**src/rtl/muldiv_unit.sv**
```systemverilog
// RV32M multiply/divide unit: iterative radix-2 shift-add multiply and restoring
// divide, one bit per cycle, with single-cycle bypass for divide-by-zero and overflow.
module muldiv_unit (
  input  logic        clk,
  input  logic        rst,
  input  logic        start,
  input  logic [2:0]  funct3,
  input  logic [31:0] rs1_val,
  input  logic [31:0] rs2_val,
  input  logic [4:0]  rd_index_in,
  output logic        busy,
  output logic        done,
  output logic [31:0] result,
  output logic [4:0]  rd_index_out,
  output logic        rd_w
);
  typedef enum logic [1:0] {IDLE, CALC, DONE} state_t;

  state_t      r_state;
  logic [2:0]  r_funct3;
  logic [63:0] r_acc;
  logic [31:0] r_b;
  logic        r_neg;
  logic [4:0]  r_rd;
  logic [4:0]  r_cnt;
  logic        r_busy;
  logic        r_done;
  logic [31:0] r_result;
  logic [4:0]  r_rd_out;

  logic        w_is_div, w_a_signed, w_b_signed, w_a_neg, w_b_neg;
  logic [31:0] w_a_mag, w_b_mag;
  logic        w_div_zero, w_overflow, w_bypass;
  logic [31:0] w_bypass_res;

  always_comb begin
    w_is_div     = funct3[2];
    w_a_signed   = (funct3 == 3'b001) || (funct3 == 3'b010) ||
                   (funct3 == 3'b100) || (funct3 == 3'b110);
    w_b_signed   = (funct3 == 3'b001) || (funct3 == 3'b100) || (funct3 == 3'b110);
    w_a_neg      = w_a_signed & rs1_val[31];
    w_b_neg      = w_b_signed & rs2_val[31];
    w_a_mag      = w_a_neg ? -rs1_val : rs1_val;
    w_b_mag      = w_b_neg ? -rs2_val : rs2_val;
    w_div_zero   = (rs2_val == '0);
    w_overflow   = !funct3[0] && (rs1_val == 32'h8000_0000) && (rs2_val == '1);
    w_bypass     = w_is_div && (w_div_zero || w_overflow);
    w_bypass_res = '0;
    if (w_div_zero)
      w_bypass_res = funct3[1] ? rs1_val : '1;
    else
      w_bypass_res = funct3[1] ? '0 : 32'h8000_0000;
  end

  // r_acc holds {partial product, multiplier} for MUL and {remainder, dividend/quotient} for DIV
  logic [32:0] w_sum, w_rem_sh;
  logic [31:0] w_sub;
  logic [63:0] w_next, w_prod;
  logic [31:0] w_quo, w_rem, w_final;

  always_comb begin
    w_sum    = {1'b0, r_acc[63:32]} + {1'b0, (r_acc[0] ? r_b : 32'd0)};
    w_rem_sh = {r_acc[63:32], r_acc[31]};
    w_sub    = w_rem_sh[31:0] - r_b;
    if (r_funct3[2]) begin
      if (w_rem_sh >= {1'b0, r_b})
        w_next = {w_sub, r_acc[30:0], 1'b1};
      else
        w_next = {w_rem_sh[31:0], r_acc[30:0], 1'b0};
    end else begin
      w_next = {w_sum, r_acc[31:1]};
    end
    w_prod = r_neg ? -w_next : w_next;
    w_quo  = r_neg ? -w_next[31:0] : w_next[31:0];
    w_rem  = r_neg ? -w_next[63:32] : w_next[63:32];
    if (r_funct3[2])
      w_final = r_funct3[1] ? w_rem : w_quo;
    else
      w_final = (r_funct3[1:0] == 2'b00) ? w_prod[31:0] : w_prod[63:32];
  end

  always_ff @(posedge clk) begin
    if (rst) begin
      r_state  <= IDLE;
      r_funct3 <= '0;
      r_acc    <= '0;
      r_b      <= '0;
      r_neg    <= 1'b0;
      r_rd     <= '0;
      r_cnt    <= '0;
      r_busy   <= 1'b0;
      r_done   <= 1'b0;
      r_result <= '0;
      r_rd_out <= '0;
    end else begin
      r_done <= 1'b0;
      case (r_state)
        CALC: begin
          r_acc <= w_next;
          r_cnt <= r_cnt + 5'd1;
          if (r_cnt == 5'd31) begin
            r_state  <= DONE;
            r_busy   <= 1'b0;
            r_done   <= 1'b1;
            r_result <= w_final;
            r_rd_out <= r_rd;
          end
        end
        default: begin
          if (start) begin
            r_funct3 <= funct3;
            r_rd     <= rd_index_in;
            if (w_bypass) begin
              r_state  <= DONE;
              r_done   <= 1'b1;
              r_result <= w_bypass_res;
              r_rd_out <= rd_index_in;
            end else begin
              r_state <= CALC;
              r_busy  <= 1'b1;
              r_cnt   <= '0;
              r_b     <= w_is_div ? w_b_mag : w_a_mag;
              r_acc   <= {32'd0, (w_is_div ? w_a_mag : w_b_mag)};
              r_neg   <= (funct3 == 3'b110) ? w_a_neg : (w_a_neg ^ w_b_neg);
            end
          end else begin
            r_state <= IDLE;
          end
        end
      endcase
    end
  end

  assign busy         = r_busy;
  assign done         = r_done;
  assign rd_w         = r_done;
  assign result       = r_result;
  assign rd_index_out = r_rd_out;
endmodule

```
**config.mk**
```make
export PLATFORM = sky130hd
export DESIGN_NAME = muldiv_unit
export DESIGN_NICKNAME = d
export VERILOG_FILES = /design/src/rtl/muldiv_unit.sv
export SDC_FILE = /design/constraint.sdc
export NUM_CORES = 1
export LEC_CHECK = 0
export ABC_AREA = 0
export BUFFER_PORTS_ARGS = -buffer_cell sky130_fd_sc_hd__buf_2
export CORE_UTILIZATION = 30
export CTS_BUF_LIST = sky130_fd_sc_hd__clkbuf_8
export CTS_CLUSTER_DIAMETER = 60
export DETAILED_ROUTE_END_ITERATION = 8
export PLACE_DENSITY = 0.46
export SLEW_MARGIN = 0
export SYNTH_ARGS = -nofsm -noshare
export SYNTH_HDL_FRONTEND = slang
export SYNTH_SLANG_ARGS = --single-unit
```
**constraint.sdc**
```tcl
create_clock -name clk -period 9.44 [get_ports clk]
set_clock_uncertainty 0.15 [all_clocks]
set_input_delay 0.472 -clock clk [delete_from_list [all_inputs] [get_ports clk]]
set_output_delay 0.472 -clock clk [all_outputs]
set_load 0.05 [all_outputs]
```
==> results of run 1 <==
area by class of cell:
cell class	instances	area [µm²]
Inverter	78	293
Tap cell	696	871
Timing Repair Buffer	151	876
Antenna cell	1	2.50
Multi-Input combinational cell	1986	12600
Clock inverter	15	189
Clock buffer	17	234
Sequential cell	151	3030
Fill cell	5920	36100
report_power, final:
part | switching (mW) | internal [mW]
Sequential | 0.0487 | 0.669
Clock | 0.324 | 0.267
Combinational | 0.720 | 0.331
Total | 1.09 | 1.27
what timing repair did:
action / in CTS / in global routing
hold buffers: 5 / 0
setup buffers: 0 / 0
endpoints found under the hold margin: 10 / 0
kinds of logic (layout without fill, tap and decap cells):
family / after synthesis / after routing / share of synthesized area [%]
XOR/XNOR: 160 / 160 / 8.49
flip-flops: 151 / 151 / 18.3
adder cells (fa/ha/maj): 73 / 73 / 5.62
multiplexers: 70 / 70 / 4.46
buffers and inverters: 241 / 261 / 5.70
AND/OR/NAND/NOR: 907 / 907 / 26.0
other: 0 / 1 / 0
AO/OA/AOI/OAI: 776 / 776 / 31.4
sequential cells by signal, summed over array words and instances, names as in the netlist:
name / count
r_b: 32
rd_index_out: 5
done: 1
result: 32
busy: 1
r_state: 2
r_cnt: 5
r_neg: 1
r_acc: 64
r_rd: 5
r_funct3: 3
worst register-to-register path, cell delays in order (launching register included):
cell and delay [ns]:
dfxtp_1 0.38, inv_1 0.06, ha_1 0.36, a21oi_1 0.36
o21ai_0 0.22, a21o_1 0.26, o31a_1 0.42, a211oi_1 0.96
o21bai_1 0.33, ha_1 0.35, o21ai_0 0.14, nor3_1 0.26
nand3_1 0.29, or2_2 0.45, or2_2 0.32, nor2_1 0.41
nand2_1 0.15, o21ai_0 0.21, xor2_1 0.09, a221oi_1 0.28
nand2_1 0.18, a311oi_1 0.26
layer usage:
layer  GRT usage (%)  routed length, µm  part of all wire (%)
met5               0                 27                 0.034
met4            12.5               3410                   4.3
met3            4.90               5770                   7.2
met2            43.1              35000                    44
met1            38.5              35700                    45
through the flow:
stage	util, %	area [µm²]
3_5_place_dp	32.5	17600
5_1_grt	33.4	18100
2_1_floorplan	-	16500
6_report	33.4	18100
3_3_place_gp	32.5	17600
4_1_cts	33.4	18100
synthesized netlist by cell type (69+ instances only):
library cell,instances
a211oi_1,101
a21oi_1,191
clkbuf_1,126
dfxtp_1,151
ha_1,71
inv_1,77
nand2_1,274
nor2_1,259
nor3_1,69
o21ai_0,152
xnor2_1,87
xor2_1,73
how the worst min path moves through the flow:
stage,from,end,slack (ns),cells after the start
after global routing,funct3[0],r_funct3[0],0.11,3
final,start,r_rd[3],0.12,3
after floorplan,r_rd[0],r_rd[0],0.29,2
after detailed placement,r_rd[1],r_rd[1],0.30,2
after global placement,r_rd[0],r_rd[0],0.29,2
after CTS,start,r_rd[3],0.07,3
==> flow_summary_export.csv, run 1 <==
group,metric,value,unit
drt,routed_wl,79900,µm
floorplanning,ios,115,
timing,fin_tns_setup,0,ns
critical_path,r2r_setup_slack,2.48,ns
critical_path,worstPathRequired,9.80,ns
drt,avgViaCountPerCell,6.09,
critical_path,crit_top_cell,"o21ai_0",
critical_path,critPathBufInv,1,
final_layout,fin_nets,2533,
cts,clkTransAtPathRegs,0.10,ns
placement,portBuffers,114,
floorplanning,start_util,30.5,%
drt,drtPass1Iterations,7,
critical_path,r2r_end,"result[4]",
floorplanning,die_h,237,µm
synth,synth_edf_count,0,
final_layout,layout.cells.non_filler,3095,
placement,place_congestion,0.988,
timing,slew-limit-headroom,26.4,%
drt,drc,0,
timing,hold_ws,0.120,ns
power,leakage,6.82,nW
floorplanning,std_cell_rows,85,
grt,overflow,0,
grt,grtUsageTotal,28.2,%
timing,clock.fmax,0.144,GHz
critical_path,setup.worst_path.start,"r_b[12]",
synth,ys_ff_latch,151,
grt,grt_max_degree,107,
cts,cts_resized,0,
cts,cts_sinks,151,
final_layout,area_growth,9.55,%
cts,cts_buffers,17,
synth,syn_nets,2526,
outcome,outcome,"finished, final reports clean",
synth,synth_largest_area_cell,"dfxtp_1",
drt,wl_per_cell,25.8,µm
synth,ys_top_cells_by_area,"dfxtp_1 18%, nand2_1 6.2%, nor2_1 5.9%, a21oi_1 5.8%, ha_1 5.4%",
hold_path,hold_class,"in -> reg",
critical_path,path_cells,"inv_1 > ha_1 > a21oi_1 > o21ai_0 > a21o_1 > o31a_1 > a211oi_1 > o21bai_1 > ha_1 > o21ai_0 > nor3_1 > nand3_1 > or2_2 > or2_2 > nor2_1 > nand2_1 > o21ai_0 > xor2_1 > a221oi_1 > nand2_1 > a311oi_1",
critical_path,slowest_delay,0.96,ns
cts,cts_root_buf,"clkbuf_8",
critical_path,crit_type,"reg -> reg",
synth,syn_area_per_cell,6.94,µm²
floorplanning,fp.dieW,237,µm
final_layout,final_common_cell,"nand2_1",
floorplanning,core_area,54100,µm²
critical_path,crit_fanout,6,
drt,vias,18800,
synth,synth.distinct_cells,90,
placement,place_ws,2.73,ns
cts,cts_tree,"yes",
synth,synthFlopType,"dfxtp_1",
timing,slew_viol_final,0,
cts,clockBufferDepth,2,
grt,first_global_vias,17300,
power,powerDensity,131,nW/µm²
critical_path,crit_arrival,7.32,ns
critical_path,timing.critical_path.to,"result[4]",
timing,min_period_over_period,73.8,%
power,peakVddDrop,0.103,mV
cts,clk_latency,0.60,ns
floorplanning,dieArea,56000,µm²
synth,async_flop_share,0,%
final_layout,drive_gt1_share,10.2,%
timing,fin_ws,2.48,ns
synth,synth_area,16500,µm²
synth,synth.yosys.seq_area_share,18.3,%
critical_path,r2r_start,"r_b[12]",
drt,dr.first_iter.drc_count,2066,
timing,timing.final.crit_period,6.96,ns
synth,ys_warn_count,0,
critical_path,critPathTopFamily,"compound AO/OA/AOI/OAI gates",
critical_path,startpoint_type,"register",
placement,dp_cells,3057,
grt,antenna_found_initial,3,
cts,htreeDepth,4,
timing,rsz0062_at_grt,"no",
timing,hold_viol_final,0,
critical_path,slowest_stage,"a211oi_1",
timing,final-setup-viol-count,0,
final_layout,layout_common_cells,"274 x nand2_1, 258 x nor2_1, 191 x a21oi_1",
critical_path,end_kind,"register",
drt,postRouteAntennaNets,0,
synth,yosysTopAreaCellShare,18.3,%
job,max_cap_violations,0,
power,fin_total_pwr,2.36,mW
critical_path,crit_cells,21,
timing,tightestPinTransition,1.10,ns
critical_path,reg2reg_depth,21,
grt,grt_first_pass_wirelength,117000,µm
synth,synthCells,2378,
placement,hpwl,62400,µm
Power figures use the tool's default switching activity.
==> run 2: changes to the inputs <==
PLACE_DENSITY = 0.48   (was 0.46)
clock period = 6.2 ns   (was 9.44 ns; I/O delays follow)
==> run 2 against run 1 <==
  * Hold slack improved by 0.017 ns
  * Critical endpoint is now result[25]
  * Register-to-register slack got worse by 2.0 ns
  * Highest routed layer unchanged
  * Power increased by 52%
==> flow_summary_export.csv, run 2 (synthesis results as in run 1) <==
group,metric,value,unit
outcome,outcome,"finished, final reports clean",
final_layout,final_common_cell,"nand2_1",
power,peakVddDrop,0.123,mV
critical_path,r2r_end,"result[25]",
floorplanning,std_cell_rows,85,
grt,grt_first_pass_wirelength,117000,µm
cts,cts_buffers,17,
final_layout,drive_gt1_share,13.1,%
placement,hpwl,63200,µm
grt,grtUsageTotal,28.3,%
grt,first_global_vias,17500,
final_layout,fin_nets,2626,
timing,fin_tns_setup,0,ns
grt,use_met2,43.4,%
placement,portBuffers,114,
final_layout,layout.cells.non_filler,3186,
floorplanning,dieArea,56000,µm²
cts,clk_latency,0.58,ns
timing,timing.final.crit_period,5.70,ns
timing,slew-limit-headroom,11.4,%
floorplanning,die_h,237,µm
critical_path,crit_fanout,11,
floorplanning,fp.dieW,237,µm
grt,busiest_layer,"met2",
critical_path,timing.critical_path.to,"result[25]",
drt,vias,19000,
timing,final-setup-viol-count,0,
power,leakage,7.23,nW
grt,grt.met3_usage,5.18,%
cts,cts_sinks,151,
drt,avgViaCountPerCell,5.97,
timing,rsz0062_at_grt,"no",
grt,grt_max_degree,100,
timing,tightestPinTransition,1.32,ns
placement,dp_cells,3138,
critical_path,worstPathRequired,6.47,ns
cts,htreeDepth,4,
cts,cts_root_buf,"clkbuf_8",
timing,fin_ws,0.497,ns
final_layout,layout_common_cells,"274 x nand2_1, 258 x nor2_1, 191 x a21oi_1",
grt,grt_use_met1,38.5,%
timing,clock.fmax,0.175,GHz
power,powerDensity,191,nW/µm²
grt,overflow,0,
grt,antenna_found_initial,2,
critical_path,end_kind,"register",
final_layout,antennaDiodeCount,0,
cts,cts_tree,"yes",
drt,routed_wl,80500,µm
critical_path,r2r_start,"r_acc[0]",
drt,dr.first_iter.drc_count,2060,
job,max_cap_violations,0,
drt,drtPass1Iterations,8,
timing,hold_viol_final,0,
floorplanning,ios,115,
floorplanning,core_area,54100,µm²
drt,wl_per_cell,25.3,µm
floorplanning,start_util,30.5,%
placement,place_ws,0.426,ns
critical_path,startpoint_type,"register",
placement,place_congestion,1.01,
cts,clockBufferDepth,2,
final_layout,area_growth,13.7,%
timing,min_period_over_period,92.0,%
final_layout,largest_reg_flops,64,
final_layout,largest_register,"r_acc",
critical_path,crit_arrival,5.97,ns
drt,postRouteAntennaNets,0,
timing,slew_viol_final,0,
critical_path,setup.worst_path.start,"r_acc[0]",
critical_path,reg2reg_depth,21,
hold_path,hold_class,"in -> reg",
critical_path,crit_type,"reg -> reg",
critical_path,r2r_setup_slack,0.50,ns
cts,clkTransAtPathRegs,0.09,ns
drt,drc,0,
[run 2: cell types whose count changed in the layout (fill, tap and decap cells not counted), sizes merged]
cell and change:
bufinv -2, clkinvlp +2, buf +81, inv -3
diode -1, clkbuf +1, clkinv +1, dlygate4sd3 +12
[run 2: per-layer routing]
layer | wire length, µm | up-vias
met2 | 35300 | 726
met3 | 5510 | 131
met5 | 10 | -
li1 | - | 8910
met1 | 36400 | 9257
met4 | 3350 | 2
[run 2: worst min-delay path by stage]
stage	start	endpoint	depth (start not counted)
floorplan	r_rd[0]	r_rd[0]	2
global placement	r_rd[2]	r_rd[2]	2
detailed placement	r_rd[0]	r_rd[0]	2
CTS	start	r_funct3[2]	3
global route	start	r_funct3[2]	3
finish	start	r_funct3[2]	3
[run 2: stage by stage]
stage	area (µm²)	total power, mW	utilization, %	hold slack (ns)
final	18800	3.59	34.7	0.136
after global routing	18800	3.75	34.7	0.120
after CTS	18800	3.57	34.7	0.0595
after detailed placement	18200	2.77	33.7	0.303
after global placement	18200	2.77	33.7	0.294
after floorplan	16500	2.13	-	0.287
[run 2: cell type report]
class / instances / area, µm²
fillers: 5878 / 35400
multi-input cells: 1986 / 12600
flip-flops and latches: 151 / 3030
repair buffers: 244 / 1620
well taps: 696 / 871
inverters: 78 / 293
clock buffers: 18 / 248
clock inverters: 13 / 106
[run 2: worst max-delay path: stages, from the launching register on]
cell and delay (ns):
dfxtp_1 0.68, and2_1 0.21, ha_1 0.20, inv_1 0.07, fa_1 0.40, nor2b_1 0.20
o2111ai_1 0.17, buf_4 0.20, a211oi_1 0.43, buf_4 0.22, o31ai_1 0.07, a21oi_1 0.31
a32oi_1 0.17, o21a_1 0.20, buf_4 0.17, nor3_1 0.28, nand2_1 0.15, o31ai_2 0.28
xnor2_1 0.10, a2111oi_0 0.63, buf_4 0.21, nor4_1 0.04
[run 2: report_power, final]
group | switching, mW | internal (mW)
registers | 0.0720 | 1.02
clock network | 0.462 | 0.321
logic | 1.13 | 0.584
total | 1.66 | 1.92
[run 2: what timing repair did]
item / in CTS / in global routing
gates resized for setup: 0 / 3
hold buffers: 17 / 0
setup endpoints to repair: 0 / 8
buffers inserted: 0 / 0
endpoints found under the hold margin: 14 / 0
